`src/rtl/cpu_pkg.sv`:
```
// Shared types, segment constants and the BCD add-3 step for the GPIO display driver.
package cpu_pkg;

    typedef enum logic [1:0] {
        IDLE   = 2'd0,
        SHIFT  = 2'd1,
        UPDATE = 2'd2
    } disp_state_t;

    localparam logic [6:0] SEG_BLANK = 7'h7F;
    localparam logic [6:0] SEG_DASH  = 7'h3F;
    localparam logic [6:0] SEG_ZERO  = 7'h40;

    localparam int unsigned BCD_DIGITS  = 10;
    localparam int unsigned BCD_W       = 4 * BCD_DIGITS;
    localparam int unsigned DISP_DIGITS = 8;

    // Double-dabble correction: every digit >= 5 gets +3, digits never carry into each other.
    function automatic logic [BCD_W-1:0] bcd_adjust(input logic [BCD_W-1:0] bcd);
        logic [BCD_W-1:0] res;
        res = bcd;
        for (int unsigned k = 0; k < BCD_DIGITS; k++) begin
            if (bcd[4*k +: 4] >= 4'd5) begin
                res[4*k +: 4] = bcd[4*k +: 4] + 4'd3;
            end
        end
        return res;
    endfunction

endpackage

```
`src/rtl/seg7_decode.sv`:
```
// Nibble to active-low 7-segment pattern {g,f,e,d,c,b,a}, digits 0-F.
module seg7_decode (
    input  logic [3:0] i_nibble,
    output logic [6:0] o_seg_c
);

    always_comb begin
        o_seg_c = 7'h7F;
        case (i_nibble)
            4'h0: o_seg_c = 7'h40;
            4'h1: o_seg_c = 7'h79;
            4'h2: o_seg_c = 7'h24;
            4'h3: o_seg_c = 7'h30;
            4'h4: o_seg_c = 7'h19;
            4'h5: o_seg_c = 7'h12;
            4'h6: o_seg_c = 7'h02;
            4'h7: o_seg_c = 7'h78;
            4'h8: o_seg_c = 7'h00;
            4'h9: o_seg_c = 7'h10;
            4'hA: o_seg_c = 7'h08;
            4'hB: o_seg_c = 7'h03;
            4'hC: o_seg_c = 7'h46;
            4'hD: o_seg_c = 7'h21;
            4'hE: o_seg_c = 7'h06;
            4'hF: o_seg_c = 7'h0E;
            default: o_seg_c = 7'h7F;
        endcase
    end

endmodule

```
`src/rtl/gpio_display_driver.sv`:
```
// Drives eight active-low 7-segment displays from the CPU GPIO word, in decimal
// (sequential double-dabble) or hex; the displays update atomically per conversion.
module gpio_display_driver
    import cpu_pkg::*;
#(
    parameter bit          BLANK_LZ = 1'b1,
    parameter int unsigned NUM_BITS = 32
) (
    input  logic                clk,
    input  logic                rst_n,
    input  logic [NUM_BITS-1:0] value,
    input  logic                hex_mode,
    output logic [6:0]          HEX0,
    output logic [6:0]          HEX1,
    output logic [6:0]          HEX2,
    output logic [6:0]          HEX3,
    output logic [6:0]          HEX4,
    output logic [6:0]          HEX5,
    output logic [6:0]          HEX6,
    output logic [6:0]          HEX7,
    output logic                busy,
    output logic                overflow
);

    localparam int unsigned      CNT_W    = (NUM_BITS > 1) ? $clog2(NUM_BITS) : 1;
    localparam logic [CNT_W-1:0] CNT_LAST = CNT_W'(NUM_BITS - 1);
    localparam logic [6:0]       SEG_RST_HI = BLANK_LZ ? SEG_BLANK : SEG_ZERO;
    localparam logic [DISP_DIGITS-1:0][6:0] HEX_RST = {{(DISP_DIGITS-1){SEG_RST_HI}}, SEG_ZERO};

    logic [NUM_BITS-1:0]           r_value_q;
    logic                          r_mode_q;
    logic [NUM_BITS-1:0]           r_last_value;
    logic                          r_last_mode;
    disp_state_t                   r_state;
    disp_state_t                   w_state_nxt;
    logic [NUM_BITS-1:0]           r_bin;
    logic [BCD_W-1:0]              r_bcd;
    logic [CNT_W-1:0]              r_cnt;
    logic [DISP_DIGITS-1:0][6:0]   r_hex;
    logic                          r_busy;
    logic                          r_overflow;

    logic                          w_changed;
    logic                          w_latch;
    logic                          w_shift;
    logic                          w_update;
    logic [BCD_W-1:0]              w_bcd_adj;
    logic [DISP_DIGITS-1:0][3:0]   w_nib;
    logic [DISP_DIGITS-1:0][6:0]   w_seg;
    logic [DISP_DIGITS-1:0][6:0]   w_seg_nxt;
    logic [DISP_DIGITS-1:0]        w_lz;
    logic                          w_hi_zero;
    logic                          w_ovf_c;

    assign w_changed = (r_value_q != r_last_value) || (r_mode_q != r_last_mode);
    assign w_bcd_adj = bcd_adjust(r_bcd);

    // State register
    always_ff @(posedge clk or negedge rst_n) begin
        if (!rst_n) begin
            r_state <= IDLE;
        end else begin
            r_state <= w_state_nxt;
        end
    end

    // Next state and datapath strobes
    always_comb begin
        w_state_nxt = r_state;
        w_latch     = 1'b0;
        w_shift     = 1'b0;
        w_update    = 1'b0;
        case (r_state)
            IDLE: begin
                if (w_changed) begin
                    w_latch     = 1'b1;
                    w_state_nxt = r_mode_q ? UPDATE : SHIFT;
                end
            end
            SHIFT: begin
                w_shift = 1'b1;
                if (r_cnt == CNT_LAST) begin
                    w_state_nxt = UPDATE;
                end
            end
            UPDATE: begin
                w_update    = 1'b1;
                w_state_nxt = IDLE;
            end
            default: w_state_nxt = IDLE;
        endcase
    end

    genvar g;
    generate
        for (g = 0; g < DISP_DIGITS; g++) begin : g_dec
            assign w_nib[g] = r_last_mode ? r_bin[4*g +: 4] : r_bcd[4*g +: 4];
            seg7_decode u_dec (
                .i_nibble (w_nib[g]),
                .o_seg_c  (w_seg[g])
            );
        end
    endgenerate

    // Leading-zero blanking, overflow dashes and final segment selection
    always_comb begin
        w_ovf_c   = ~r_last_mode & (|r_bcd[BCD_W-1:4*DISP_DIGITS]);
        w_lz      = '0;
        w_hi_zero = 1'b1;
        for (int unsigned k = DISP_DIGITS - 1; k >= 1; k--) begin
            w_hi_zero = w_hi_zero & (w_nib[k] == 4'd0);
            w_lz[k]   = w_hi_zero & BLANK_LZ & ~r_last_mode;
        end
        for (int unsigned k = 0; k < DISP_DIGITS; k++) begin
            w_seg_nxt[k] = w_ovf_c ? SEG_DASH : (w_lz[k] ? SEG_BLANK : w_seg[k]);
        end
    end

    always_ff @(posedge clk or negedge rst_n) begin
        if (!rst_n) begin
            r_value_q    <= '0;
            r_mode_q     <= 1'b0;
            r_last_value <= '0;
            r_last_mode  <= 1'b0;
            r_bin        <= '0;
            r_bcd        <= '0;
            r_cnt        <= '0;
            r_hex        <= HEX_RST;
            r_busy       <= 1'b0;
            r_overflow   <= 1'b0;
        end else begin
            r_value_q <= value;
            r_mode_q  <= hex_mode;
            if (w_latch) begin
                r_bin        <= r_value_q;
                r_last_value <= r_value_q;
                r_last_mode  <= r_mode_q;
                r_bcd        <= '0;
                r_cnt        <= '0;
                r_busy       <= 1'b1;
            end else if (w_shift) begin
                {r_bcd, r_bin} <= {w_bcd_adj[BCD_W-2:0], r_bin, 1'b0};
                r_cnt          <= r_cnt + 1'b1;
            end else if (w_update) begin
                r_hex      <= w_seg_nxt;
                r_overflow <= w_ovf_c;
                r_busy     <= 1'b0;
            end
        end
    end

    assign HEX0     = r_hex[0];
    assign HEX1     = r_hex[1];
    assign HEX2     = r_hex[2];
    assign HEX3     = r_hex[3];
    assign HEX4     = r_hex[4];
    assign HEX5     = r_hex[5];
    assign HEX6     = r_hex[6];
    assign HEX7     = r_hex[7];
    assign busy     = r_busy;
    assign overflow = r_overflow;

endmodule

```
`config.mk`:
```
export PLATFORM = sky130hd
export DESIGN_NAME = gpio_display_driver
export DESIGN_NICKNAME = d
export VERILOG_FILES = /design/src/rtl/cpu_pkg.sv /design/src/rtl/seg7_decode.sv /design/src/rtl/gpio_display_driver.sv
export SDC_FILE = /design/constraint.sdc
export NUM_CORES = 1
export LEC_CHECK = 0
export ABC_AREA = 1
export CAP_MARGIN = 20
export CORE_ASPECT_RATIO = 0.9
export CORE_MARGIN = 2
export CORE_UTILIZATION = 37
export DETAILED_ROUTE_END_ITERATION = 10
export GPL_TIMING_DRIVEN = 0
export PLACE_DENSITY = 0.61
export SLEW_MARGIN = 20
export SYNTH_ARGS = -nofsm -noshare
export SYNTH_HDL_FRONTEND = slang
export SYNTH_SLANG_ARGS = --single-unit
```
`constraint.sdc`:
```
create_clock -name clk -period 6.9 [get_ports clk]
set_clock_uncertainty 0.1 [all_clocks]
set_input_delay 0.69 -clock clk [delete_from_list [all_inputs] [get_ports clk]]
set_output_delay 0.69 -clock clk [all_outputs]
set_load 0.02 [all_outputs]
```
==> key figures <==
Yosys
  • Ys async rst share: 100%
  • Top cell type's share of synthesized area: 33.9%
  • Yosys top cell by area: dfrtp_1
  • Synth warnings: 0
  • Top_reg_cell synth: dfrtp_1
  • Cell count after synthesis: 1408
  • Synthesized flop and latch total: 203
  • Cell area after synthesis: between 10000 and 15000 µm²
  • Cell variety after synth: 49
  • Synth Area per Inst: between 8 and 9 µm²
  • Top cells by area, synth: dfrtp_1 34%, dfstp_2 12%, nand2_1 11%
  • Register area share after synthesis: 45.5%
  • Syn_nets: 1508
  • EDFF count, synth: 0

Cells and area
  • Area of the multi-input gates: 5280 µm²
  • Layout Nets: 1628
  • FF/Latch Area: 5140 µm²
  • Filler cell count: 2850
  • Finished Layout Cells: 1949
  • Share of cells above drive strength 1: 9.96%
  • Finished Core Util: 45.4%
  • Ant diodes: 0
  • Area growth syn-to-layout: 20.3%

Critical path
  • CP cell instances: buf_6 > buf_4 > buf_2 > o21ai_1 > inv_1 > ha_1 > inv_1 > nor2_1 > nand2_1 > nor2_4 > nand3_4 > nor2_8 > nand2_2 > nand2_1 > nand2_1 > nand2_1
  • Worst EP required: 7260 ps
  • Max stage delay on crit path: around 600 ps
  • CP Launch Type: flip-flop
  • Crit Path Max Fanout: 10
  • Critical path type: reg -> reg
  • CP most frequent cell: nand2_1
  • Critical Path AT: ~3800 ps
  • Worst setup EP type: flip-flop
  • Slowest CP cell: dfrtp_1

Timing
  • RSZ-0062 raised after global routing: no
  • Slew @ Worst Pin: 891 ps
  • Final WS setup: 3490 ps
  • Max-Slew Margin vs Limit: 40.6%
  • Slew Limit Fails: 0
  • Fmax: 294 MHz
  • Setup TNS: 0 ps
  • Hold Fails Final Rpt: 0
  • Final Cycle Share: 49.4%
  • Final setup viols: 0
  • Minimum clock period after layout: 3410 ps

Clocking
  • CTS buffer count: 24
  • Clk pin slew, worst setup/hold paths: 60 ps
  • CTS root buffer: clkbuf_16
  • CTS tree: built
  • Post-CTS Setup Bufs: 0
  • # clock sinks: 203
  • CTS H-tree lvls: 1
  • Clock Latency Late Sink: 520 ps
  • Post-cts sizing count: 0
  • Hold_buf cts: 0
  • Maximum root-to-sink buffer count: 3

Global routing
  • Largest net degree at the start of global routing: between 90 and 100
  • GR Overflow Total: 0
  • First-pass GRT wire length: 49.3 mm
  • Vias in the first global route: 9648
  • Initial antenna violation count: 0
  • Global-route usage over all layers: 19.1%

Floorplan
  • DIE WIDTH: 188 µm
  • Site row count: 60
  • Starting density of the core: between 30% and 40%
  • Core box area: 30000 µm²
  • Ports: 93
  • Die ar.: around 32000 µm²
  • Die height: 170 µm

Drt
  • First DRT Iteration DRCs: just over 700
  • Routed wire per std cell: 15.4 µm
  • Via Count: 9812
  • TritonRoute pass-1 iters: 5
  • Post-route ant nets: 0
  • Final WL: 29.9 mm
  • Drt via density: a little over 5
  • Residual DRC count: 0

Placed design
  • IO buf count: 92
  • Final GP Congestion: 0.886
  • DP Cell Count: 1905
  • Worst slack, placed: 3510 ps
  • Final HPWL DP: 21.8 mm

Run
  • Max-cap viol count: 0

Power
  • Worst IR Drop VDD: around 160 µV
  • P per Cell Area: 490 nW/µm²
  • Leak Pwr: 6.54 nW

Outcome
  • Status: finished clean

Worst hold path
  • HP Class: in -> async
-- cell usage in the layout, fill, tap and decap left out, types with 14 or more instances in the layout --
cell | Yosys | routed
xor2_1 | 14 | 14
o211ai_1 | 16 | 16
dfstp_2 | 50 | 50
clkdlybuf4s50_1 | 0 | 91
inv_2 | 21 | 21
clkbuf_16 | 0 | 26
nand3_1 | 163 | 163
o21ai_0 | 72 | 72
clkbuf_1 | 24 | 31
xnor2_1 | 20 | 20
a31oi_1 | 14 | 14
nor2_1 | 101 | 101
ha_1 | 65 | 65
o21ai_1 | 29 | 29
inv_1 | 152 | 152
nand2_1 | 327 | 327
dfrtp_1 | 153 | 153
a21oi_1 | 72 | 72
o22ai_1 | 16 | 16
-- flip-flops by register name (all words and copies together), names as in the netlist, 2 cells and up --
signal	count
HEX6	7
HEX4	7
HEX1	7
r_bcd	40
r_last_value	32
HEX7	7
HEX0	7
r_bin	32
HEX3	7
r_cnt	5
r_value_q	32
HEX2	7
r_state	2
HEX5	7
-- final timing paths --
kind                                               from                           end  slack, ps  depth (start not counted)
min in group clk                    HEX5[6]$_DFFE_PN1P_           HEX5[6]$_DFFE_PN1P_        370                          2
worst max register to register  r_last_mode$_DFFE_PN0P_           HEX2[6]$_DFFE_PN1P_       3490                         16
worst max-delay path            r_last_mode$_DFFE_PN0P_           HEX2[6]$_DFFE_PN1P_       3490                         16
worst min register to register      HEX5[6]$_DFFE_PN1P_           HEX5[6]$_DFFE_PN1P_        370                          2
max in group asynchronous                         rst_n           HEX1[3]$_DFFE_PN1P_       5490                          3
worst min-delay path                              rst_n  r_last_value[20]$_DFFE_PN0P_         70                          1
-- cell usage after synthesis, types with 2 or more instances --
cell type,instances
a22o_1,2
o22a_1,2
nor2_2,3
buf_4,5
inv_1,152
dfrtp_1,153
buf_1,7
inv_2,21
ha_1,65
nand3b_1,3
nor3_1,12
a41oi_1,3
a31oi_1,14
xnor2_1,20
nand2_2,2
nor2_1,101
nand2_1,327
o22ai_1,16
clkbuf_1,24
xor2_1,14
o211ai_1,16
o31ai_1,2
nand4_1,6
buf_2,12
o21ai_0,72
a21oi_1,72
o21ai_2,12
nand3_1,163
or2_0,10
o21ai_1,29
dfstp_2,50
-- critical path: cells and delay by family, from the launching register on --
| family | cells | cell delay (ps) |
|---|---|---|
| AOI/OAI and AO/OA | 1 | 200 |
| adders and majority gates | 1 | 190 |
| DFF | 1 | 600 |
| and+or+nand+nor | 9 | 1280 |
| buffers and inverters | 5 | 950 |
-- layer usage --
metal  part of all wire (%)  vias up  routed length (µm)  GRT usage (%)
li1                       -     4826                   -              -
met1                     46     4688               13900           25.6
met2                     47      252               14000           32.5
met3                    4.8       46                1430           2.77
met4                    2.2        0                 672           4.79
met5                      0        -                   0              0
-- metrics by stage --
stage	hold slack (ps)	total power, mW	area [µm²]
floorplan	294	4.25	11300
global placement	358	5.32	12700
detailed placement	360	5.38	12800
CTS	126	6.70	13600
global route	136	7.22	13600
finish	72.5	6.66	13600
-- kinds of logic after synthesis --
family / after synthesis / share of synthesized area [%]
and+or+nand+nor: 635 / 24.2
AOI/OAI and AO/OA: 248 / 12.6
buffers and inverters: 223 / 7.78
DFF: 203 / 45.5
adders and majority gates: 65 / 7.20
xor gates and xnor gates: 34 / 2.64
-- power breakdown --
part / total, mW / switching [mW] / leakage [nW] / internal (mW)
clock: 1.29 / 0.496 / 0.402 / 0.792
combinational: 3.32 / 2.12 / 3.70 / 1.20
sequential: 2.05 / 0.331 / 2.43 / 1.72
total: 6.66 / 2.95 / 6.54 / 3.71
-- cell type report --
class | count | share of cell area (%)
multi-input cells | 982 | 38.8
inverters | 174 | 4.81
clock buffers | 36 | 5.28
flip-flops and latches | 203 | 37.8
well taps | 403 | 3.71
clock inverters | 8 | 0.663
repair buffers | 94 | 7.22
plain buffers | 49 | 1.66
(Power assumes the default switching activity.)
